File: src/rtl/lb_reg_bank_if.sv
// lb_reg_bank_if: PicoBlaze-style port bus used by lb_reg_bank.
//   master : the processor side. It drives addr, d_in, write_strobe,
//            read_strobe and commit, and it receives d_out and rd_valid.
//   slave  : the register bank. The directions are the reverse of master.
// Parameters: WIDTH (data width), ADDR_W (address width).
interface lb_reg_bank_if #(
  parameter int WIDTH  = 8,
  parameter int ADDR_W = 2
);
  logic [ADDR_W-1:0] addr;
  logic [WIDTH-1:0]  d_in;
  logic              write_strobe;
  logic              read_strobe;
  logic              commit;
  logic [WIDTH-1:0]  d_out;
  logic              rd_valid;

  modport master (
    output addr, d_in, write_strobe, read_strobe, commit,
    input  d_out, rd_valid
  );

  modport slave (
    input  addr, d_in, write_strobe, read_strobe, commit,
    output d_out, rd_valid
  );
endinterface

File: src/rtl/lb_reg_bank.sv
// lb_reg_bank: a bank of DEPTH load registers of WIDTH bits. All registers
// are addressed through a single PicoBlaze I/O port. The bank provides:
//   - registered read-back. d_out and rd_valid appear one clock after
//     read_strobe.
//   - a sticky change flag for each register. A valid read clears the flag.
//     If a set and a clear hit the same flag in one cycle, the set wins.
//   - an irq output, which is the OR of all the change flags.
// Optional feature: when the macro LB_REG_BANK_SHADOW_EN is defined, each
// register gets a shadow. Writes and reads use the shadow. A commit pulse
// copies every shadow into the active registers.
// Ports:
//   clk       rising-edge clock
//   reset     synchronous active-high reset
//   bus       lb_reg_bank_if.slave (addr, d_in, strobes, commit, d_out, rd_valid)
//   regs_flat active register values, register i at [i*WIDTH +: WIDTH]
//   changed   sticky per-register change flags
//   irq       OR of changed
module lb_reg_bank #(
  parameter int               WIDTH     = 8,
  parameter int               DEPTH     = 4,
  parameter int               ADDR_W    = 2,
  parameter logic [WIDTH-1:0] RESET_VAL = {WIDTH{1'b0}}
) (
  input  logic                   clk,
  input  logic                   reset,
  lb_reg_bank_if.slave           bus,
  output logic [DEPTH*WIDTH-1:0] regs_flat,
  output logic [DEPTH-1:0]       changed,
  output logic                   irq
);

  logic [WIDTH-1:0] act_r     [DEPTH];
  logic [WIDTH-1:0] act_nxt_s [DEPTH];
  logic [DEPTH-1:0] changed_r;
  logic [DEPTH-1:0] changed_nxt_s;
  logic [WIDTH-1:0] d_out_r;
  logic             rd_valid_r;
  logic [WIDTH-1:0] rd_data_s;
  logic             wr_hit_s;
  logic             rd_hit_s;

`ifdef LB_REG_BANK_SHADOW_EN
  logic [WIDTH-1:0] shd_r     [DEPTH];
  logic [WIDTH-1:0] shd_nxt_s [DEPTH];
`else
  logic             commit_unused_s;
  assign commit_unused_s = bus.commit;
`endif

  // The address is widened by one bit so that DEPTH == 2**ADDR_W compares correctly.
  assign wr_hit_s = bus.write_strobe && ({1'b0, bus.addr} < (ADDR_W+1)'(DEPTH));
  assign rd_hit_s = bus.read_strobe  && ({1'b0, bus.addr} < (ADDR_W+1)'(DEPTH));

  // Compute the next register contents, the change flags and the read data.
  always_comb begin
    rd_data_s     = {WIDTH{1'b0}};
    changed_nxt_s = {DEPTH{1'b0}};
    for (int i = 0; i < DEPTH; i++) begin
      act_nxt_s[i] = act_r[i];
`ifdef LB_REG_BANK_SHADOW_EN
      shd_nxt_s[i] = (wr_hit_s && bus.addr == ADDR_W'(i)) ? bus.d_in : shd_r[i];
      // A commit picks up a write from the same cycle.
      act_nxt_s[i] = bus.commit ? shd_nxt_s[i] : act_r[i];
      // The read returns the value from before any write in this cycle.
      rd_data_s    = (rd_hit_s && bus.addr == ADDR_W'(i)) ? shd_r[i] : rd_data_s;
`else
      act_nxt_s[i] = (wr_hit_s && bus.addr == ADDR_W'(i)) ? bus.d_in : act_r[i];
      rd_data_s    = (rd_hit_s && bus.addr == ADDR_W'(i)) ? act_r[i] : rd_data_s;
`endif
      // Set on any change of the active value. A set overrides the clear-on-read.
      changed_nxt_s[i] = (act_nxt_s[i] != act_r[i]) ||
                         (changed_r[i] && !(rd_hit_s && bus.addr == ADDR_W'(i)));
    end
  end

  // Register the state. Reset takes priority over every strobe.
  always_ff @(posedge clk) begin
    if (reset) begin
      for (int i = 0; i < DEPTH; i++) begin
        act_r[i] <= RESET_VAL;
`ifdef LB_REG_BANK_SHADOW_EN
        shd_r[i] <= RESET_VAL;
`endif
      end
      changed_r  <= {DEPTH{1'b0}};
      d_out_r    <= {WIDTH{1'b0}};
      rd_valid_r <= 1'b0;
    end else begin
      for (int i = 0; i < DEPTH; i++) begin
        act_r[i] <= act_nxt_s[i];
`ifdef LB_REG_BANK_SHADOW_EN
        shd_r[i] <= shd_nxt_s[i];
`endif
      end
      changed_r  <= changed_nxt_s;
      rd_valid_r <= bus.read_strobe;
      if (bus.read_strobe) begin
        d_out_r <= rd_data_s;
      end else begin
        d_out_r <= d_out_r;
      end
    end
  end

  // Flatten the active registers onto the parallel output.
  always_comb begin
    regs_flat = {(DEPTH*WIDTH){1'b0}};
    for (int i = 0; i < DEPTH; i++) begin
      regs_flat[i*WIDTH +: WIDTH] = act_r[i];
    end
  end

  assign changed      = changed_r;
  assign irq          = |changed_r;
  assign bus.d_out    = d_out_r;
  assign bus.rd_valid = rd_valid_r;

endmodule

File: src/flat_wrapper.sv
// flat-port wrapper written by rule: the top's interface ports become plain ports
module lb_reg_bank_flat 
#(
  parameter int               WIDTH     = 8,
  parameter int               DEPTH     = 4,
  parameter int               ADDR_W    = 2,
  parameter logic [WIDTH-1:0] RESET_VAL = {WIDTH{1'b0}}
)
  (clk, reset, regs_flat, changed, irq, bus_addr, bus_d_in, bus_write_strobe, bus_read_strobe, bus_commit, bus_d_out, bus_rd_valid);
  lb_reg_bank_if #(.WIDTH(WIDTH), .ADDR_W(ADDR_W)) bus_i ();
  input  logic clk;
  input  logic reset;
  output logic [DEPTH*WIDTH-1:0] regs_flat;
  output logic [DEPTH-1:0] changed;
  output logic irq;
  input wire logic [$bits(bus_i.addr)-1:0] bus_addr;
  input wire logic [$bits(bus_i.d_in)-1:0] bus_d_in;
  input wire logic [$bits(bus_i.write_strobe)-1:0] bus_write_strobe;
  input wire logic [$bits(bus_i.read_strobe)-1:0] bus_read_strobe;
  input wire logic [$bits(bus_i.commit)-1:0] bus_commit;
  output wire logic [$bits(bus_i.d_out)-1:0] bus_d_out;
  output wire logic [$bits(bus_i.rd_valid)-1:0] bus_rd_valid;
  assign bus_i.addr = bus_addr;
  assign bus_i.d_in = bus_d_in;
  assign bus_i.write_strobe = bus_write_strobe;
  assign bus_i.read_strobe = bus_read_strobe;
  assign bus_i.commit = bus_commit;
  assign bus_d_out = bus_i.d_out;
  assign bus_rd_valid = bus_i.rd_valid;
  lb_reg_bank #(.WIDTH(WIDTH), .DEPTH(DEPTH), .ADDR_W(ADDR_W), .RESET_VAL(RESET_VAL)) u_core (.clk(clk), .reset(reset), .bus(bus_i), .regs_flat(regs_flat), .changed(changed), .irq(irq));
endmodule
File: config.mk
export PLATFORM = sky130hd
export DESIGN_NAME = lb_reg_bank_flat
export DESIGN_NICKNAME = d
export VERILOG_FILES = /design/src/rtl/lb_reg_bank_if.sv /design/src/rtl/lb_reg_bank.sv /design/src/flat_wrapper.sv
export SDC_FILE = /design/constraint.sdc
export NUM_CORES = 1
export LEC_CHECK = 0
export CAP_MARGIN = 20
export CORE_MARGIN = 4
export CORE_UTILIZATION = 55
export DETAILED_ROUTE_END_ITERATION = 10
export DONT_BUFFER_PORTS = 1
export PLACE_DENSITY = 0.7
export SLEW_MARGIN = 10
export SYNTH_ARGS = -nofsm -noshare
export SYNTH_HDL_FRONTEND = slang
export SYNTH_SLANG_ARGS = --single-unit
File: constraint.sdc
create_clock -name clk -period 2.3 [get_ports clk]
set_clock_uncertainty 0.2 [all_clocks]
set_input_delay 0.345 -clock clk [delete_from_list [all_inputs] [get_ports clk]]
set_output_delay 0.345 -clock clk [all_outputs]
set_load 0.01 [all_outputs]
==> results of run 1 <==
==> layout make-up <==
type / instances / area share (%)
repair buffers: 14 / 6.15
flip-flops and latches: 45 / 36.9
multi-input cells: 163 / 50.8
well taps: 50 / 2.56
clock buffers: 7 / 3.54
==> state kept, by name, summed over array words and instances (netlist names) <==
register / cells
u_core.act_r: 32
u_core.bus.d_out: 8
u_core.bus.rd_valid: 1
u_core.changed: 4
==> report_power, final <==
| group | leakage, nW | total (mW) | internal, mW | switching [mW] |
|---|---|---|---|---|
| Clock | 0.0443 | 0.486 | 0.238 | 0.248 |
| Sequential | 0.366 | 0.848 | 0.805 | 0.0426 |
| Combinational | 0.581 | 0.174 | 0.0971 | 0.0765 |
==> cells by family (layout without fill, tap and decap cells) <==
| family | count (synthesis) | in the layout | share of synthesized area [%] |
|---|---|---|---|
| and+or+nand+nor | 69 | 69 | 14.4 |
| DFF | 45 | 45 | 39.8 |
| muxes | 40 | 40 | 22.8 |
| xor gates and xnor gates | 32 | 32 | 12.4 |
| AOI/OAI and AO/OA | 22 | 22 | 5.25 |
| buffers and inverters | 22 | 21 | 5.42 |
==> stage by stage <==
stage / area (um^2) / setup slack (ns)
floorplan: 2260 / 0.746
global placement: 2200 / 0.597
detailed placement: 2200 / 0.569
CTS: 2430 / 0.360
global route: 2440 / 0.210
finish: 2440 / 0.331
==> worst min path at each step <==
stage / startpoint / end / slack, ns
after floorplan: u_core.changed[1]$_SDFF_PP0_ / u_core.changed[1]$_SDFF_PP0_ / 0.31
after global placement: reset / u_core.act_r[0][7]$_SDFF_PP0_ / 0.22
after detailed placement: reset / u_core.act_r[0][7]$_SDFF_PP0_ / 0.22
after CTS: bus_d_in[7] / u_core.act_r[1][7]$_SDFF_PP0_ / 0.00007
after global routing: bus_d_in[7] / u_core.act_r[1][7]$_SDFF_PP0_ / 0.02
final: bus_d_in[7] / u_core.act_r[1][7]$_SDFF_PP0_ / 0.004
==> cells in the final DEF (no fill, tap or decap) <==
master          n
clkbuf_1        1
buf_12          1
mux4_2          4
nand3b_1        4
or4_1           1
dfxtp_1        45
nor2b_1         2
nand3_1         1
nand2_1        10
nand3_2         1
o21ai_0        10
dlygate4sd3_1  13
nand2b_1        3
o31ai_1         2
nor3_1          1
nor2_1         36
o21ai_1         1
mux4_1          4
xnor2_1        32
mux2i_1        32
a21oi_1         8
or2_2           1
nand4_1         8
o41ai_1         1
clkbuf_8        6
nor3b_1         1
==> routing by layer <==
layer | share of wire [%] | wire length (um) | vias to the layer above
met4 | 2.7 | 144 | 0
met3 | 7.7 | 415 | 14
met5 | 0 | 0 | -
li1 | - | - | 779
met1 | 44 | 2370 | 781
met2 | 45 | 2440 | 58
==> results_dict.tcl, run 1 <==
set metrics [dict create \
    status "complete, no violations" \
    synth_edf_count 0 \
    use_met3_pct 7.34 \
    grtUsageMet2_pct 31.4 \
    period_minus_slack_ns 1.97 \
    cts_resized 0 \
    critPathLaunch "bus_addr[0]" \
    final_antenna_net_count 0 \
    ys_warn_count 0 \
    worst_path_max_delay_cell "dlygate4sd3_1" \
    fp.dieH_um 72.2 \
    drt-initial-drc-count 128 \
    r2r_end "u_core.act_r[0][0]$_SDFF_PP0_" \
    rr_startpoint "u_core.act_r[0][0]$_SDFF_PP0_" \
    cts.htree.levels 2 \
    cts.sinks 45 \
    p_per_area_nw_per_um2 618 \
    power_mw 1.51 \
    fin_tns_setup_ns 0 \
    n_fill_cell 357 \
    coreArea_um2 4000 \
    stdcell_count 279 \
    post_cts_buffers 0 \
    start_util_pct 56.6 \
    slew_headroom_pct 53.7 \
    syn_avg_cell_area_um2 9.84 \
    grt_pass1_wl_mm 8.69 \
    cts_tree "yes" \
    yosys-top-cells-count "dfxtp_1 (45), nor2_1 (36), mux2i_1 (32), xnor2_1 (32), buf_2 (11)" \
    multiInputGateArea_um2 1240 \
    rrSetupSlack_ns 0.78 \
    crit_path_max_fanout 16 \
    synth.distinct_cells 27 \
    tightest_slew_ns 0.692 \
    io_pins 61 \
    cap_violations 0 \
    yosys.area.top_type "dfxtp_1" \
    netlist_area_um2 2260 \
    rr_worst_depth 3 \
    async_reset_ff_share_pct 0 \
    worst-path-buf-inv 1 \
    rows 23 \
    fin_nets 244 \
    antenna_found_initial 0 \
    seq_area_frac_synth_pct 39.8 \
    yosysTopAreaCellShare_pct 39.8 \
    fmax_ghz 0.508 \
    drv_slew 0 \
    rsz0062_at_grt "no" \
    drc 0 \
    finalHoldViolCount 0 \
    die_area_um2 5210 \
    viasPerCell 5.85 \
    dr.pass1.iters 4 \
    crit_path_start_kind "input port" \
    synth_most_common_cell "dfxtp_1" \
    leakage_nw 0.991 \
    drive_gt1_share_pct 5.68 \
    clk_pin_slew_worst_paths_ns 0.08 \
    grt_use_met1_pct 30.1 \
    period_share_pct 85.6 \
    root_buffer "clkbuf_8" \
    syn-instance-count 230 \
    grt_max_degree 43 \
    hpwl_mm 3.46 \
    crit_family "simple AND/OR/NAND/NOR gates" \
    grt_pass1_vias 1611 \
    cts_inserted_buffers 5 \
    syn_to_final_growth_pct 7.79 \
    clock_latency_ns 0.29 \
    overflow 0 \
    cp_cell_sequence "nand2b_1 > nor2_1 > nand2_1 > a21oi_1 > dlygate4sd3_1" \
    seqCellArea_um2 901 \
    min_path_type "in -> reg" \
    top_usage_layer "met2" \
    final_util_pct 61.0 \
    setup_viol 0 \
    diodes 0 \
    netlist_top_cells_area "dfxtp_1 (40%), mux2i_1 (14%), xnor2_1 (12%)" \
    grt_use_total_pct 21.9 \
    synthesis.nets 245 \
    clk_path_buf_depth 2 \
    portBuffers 0 \
    routed_wl_mm 5.37 \
    crit_end "u_core.act_r[0][0]$_SDFF_PP0_" \
    worstPathRequired_ns 2.34 \
    die_x_um 72.2 \
    cp.depth 5 \
    worstPathArrival_ns 2.01 \
    peakVddDrop_mv 0.362 \
    hold_ws_ns 0.00377 \
    synth_seq_cells 45 \
    dp_cells 258 \
    hold_buffers 13 \
    ys.flop_type "dfxtp_1" \
    vias 1632 \
    cpPeakStageDelay_ns 0.56 \
    holdPathStages 2 \
    gp_congestion 0.785 \
    avgRoutedWirePerCell_um 19.2 \
    critPathKind "in -> reg" \
    end_kind "register" \
]
No activity file was read; power rests on OpenSTA's default activity.
==> inputs of run 2 (changes only) <==
--- a/config.mk
+++ b/config.mk
@@ -8,6 +8,7 @@
 export CAP_MARGIN = 20
 export CORE_MARGIN = 4
 export CORE_UTILIZATION = 55
+export CTS_BUF_LIST = sky130_fd_sc_hd__clkbuf_8
 export DETAILED_ROUTE_END_ITERATION = 10
 export DONT_BUFFER_PORTS = 1
 export PLACE_DENSITY = 0.7
==> run 2 against run 1 <==
Net effect:
- worst setup slack improved by 0.0012 ns
- largest cell class unchanged
- die area did not move
- register-to-register slack barely moved
- clock power fell by 0.8%
- non-clock buffer count did not move
==> results_dict.tcl, run 2 (synthesis gave the netlist of run 1 again) <==
set metrics [dict create \
    fp.dieH_um 72.2 \
    rr_worst_depth 3 \
    cp_cell_sequence "nand2b_1 > nor2_1 > nand2_1 > a21oi_1 > dlygate4sd3_1" \
    drv_slew 0 \
    io_pins 61 \
    rrSetupSlack_ns 0.78 \
    n_fill_cell 357 \
    drc 0 \
    p_clk_share_pct 32.0 \
    hold_start "bus_d_in[7]" \
    worst_path_max_delay_cell "dlygate4sd3_1" \
    r2r_end "u_core.act_r[0][0]$_SDFF_PP0_" \
    antenna_found_initial 0 \
    vias 1634 \
    routed_wl_mm 5.37 \
    dr.pass1.iters 4 \
    holdPathStages 2 \
    use_met3_pct 7.34 \
    die_area_um2 5210 \
    syn_to_final_growth_pct 7.79 \
    layout_common_cells "dfxtp_1 (45), nor2_1 (36), mux2i_1 (32), xnor2_1 (32), dlygate4sd3_1 (13)" \
    portBuffers 0 \
    status "complete, no violations" \
    postPlaceCellArea_um2 2200 \
    diodes 0 \
    cpPeakStageDelay_ns 0.56 \
    cap_violations 0 \
    seq_power_share_pct 56.4 \
    hpwl_mm 3.46 \
    worstPathArrival_ns 2.01 \
    clock_latency_ns 0.29 \
    root_buffer "clkbuf_8" \
    layout_commonest_cell "dfxtp_1" \
    leakage_nw 0.995 \
    hold_path_end "u_core.act_r[1][7]$_SDFF_PP0_" \
    worstPathRequired_ns 2.34 \
    cts_resized 0 \
    gp_congestion 0.785 \
    coreArea_um2 4000 \
    rr_startpoint "u_core.act_r[0][0]$_SDFF_PP0_" \
    tightest_slew_ns 0.692 \
    grtUsageMet2_pct 31.4 \
    min_path_type "in -> reg" \
    slew_headroom_pct 53.7 \
    clk_pin_slew_worst_paths_ns 0.08 \
    power_mw 1.50 \
    drive_gt1_share_pct 5.68 \
    fmax_ghz 0.508 \
    critPathKind "in -> reg" \
    peakVddDrop_mv 0.362 \
    largest_register_ffs 32 \
    avgRoutedWirePerCell_um 19.2 \
    p_switching_mw 0.367 \
    viasPerCell 5.86 \
    cts.sinks 45 \
    grt_use_total_pct 21.9 \
    fin_nets 244 \
    clk_path_buf_depth 2 \
    crit_path_max_fanout 16 \
    finalInstanceArea_um2 2440 \
    start_util_pct 56.6 \
    cts_tree "yes" \
    rows 23 \
    p_int_mw 1.14 \
    overflow 0 \
    drt-initial-drc-count 128 \
    top_register "u_core.act_r" \
    die_x_um 72.2 \
    sw_frac_of_total_pct 24.4 \
    finalHoldViolCount 0 \
    cts.htree.levels 2 \
    period_minus_slack_ns 1.97 \
    p_comb_share_pct 11.6 \
    rsz0062_at_grt "no" \
    grt_max_degree 43 \
    setup_viol 0 \
    grt_use_met1_pct 30.1 \
    p_per_area_nw_per_um2 616 \
    fin_tns_setup_ns 0 \
    final_antenna_net_count 0 \
    period_share_pct 85.6 \
    grt_pass1_vias 1611 \
    crit_path_start_kind "input port" \
    grt_pass1_wl_mm 8.69 \
    cts_inserted_buffers 5 \
    top_usage_layer "met2" \
    end_kind "register" \
]
run 2: power groups by stage:
stage / clock network, mW / logic [mW] / registers (mW)
after global routing: 0.527 / 0.189 / 0.853
after floorplan: 0 / 0.163 / 0.857
after global placement: 0 / 0.131 / 0.867
after detailed placement: 0 / 0.132 / 0.867
after CTS: 0.495 / 0.172 / 0.848
final: 0.482 / 0.174 / 0.848
run 2: what timing repair did:
item	CTS	global route
endpoints found under the hold margin	43	1
hold buffers	13	1
setup buffers	0	0
setup endpoints to repair	0	0
run 2: layout make-up:
cell class	count	area [um^2]	area share, %
Timing Repair Buffer	14	150	6.15
Multi-Input combinational cell	163	1240	50.8
Sequential cell	45	901	36.9
Clock buffer	6	82.6	3.38
Clock inverter	1	3.75	0.154
Tap cell	50	62.6	2.56
run 2: metrics by stage:
stage                     hold slack [ns]  setup slack, ns  utilization (%)  std cells
final                             0.00373            0.332             61.0        279
after global routing               0.0159            0.210             61.0        279
after global placement              0.220            0.597             55.1        258
after floorplan                     0.311            0.746                -        230
after detailed placement            0.222            0.569             55.1        258
after CTS                       0.0000716            0.360             60.7        278
run 2: worst max path at each step:
stage / startpoint / end / slack [ns] / depth (start not counted)
2_1_floorplan: bus_addr[0] / u_core.bus.d_out[4]$_SDFFE_PP0P_ / 0.75 / 5
3_3_place_gp: bus_addr[0] / u_core.act_r[0][6]$_SDFF_PP0_ / 0.60 / 4
3_5_place_dp: bus_addr[0] / u_core.act_r[0][3]$_SDFF_PP0_ / 0.57 / 4
4_1_cts: bus_addr[0] / u_core.act_r[0][0]$_SDFF_PP0_ / 0.36 / 5
5_1_grt: bus_addr[0] / u_core.act_r[0][0]$_SDFF_PP0_ / 0.21 / 5
6_report: bus_addr[0] / u_core.act_r[0][0]$_SDFF_PP0_ / 0.33 / 5
run 2: critical path: cells and delay by family:
kind / cells / cell delay, ns
AND/OR/NAND/NOR: 3 / 0.97
buffers and inverters: 1 / 0.56
AO/OA/AOI/OAI: 1 / 0.13
run 2: routing by layer:
metal | vias up | share of wire [%]
li1 | 780 | -
met1 | 784 | 44
met2 | 56 | 45
met3 | 14 | 7.7
met4 | 0 | 2.7
met5 | - | 0
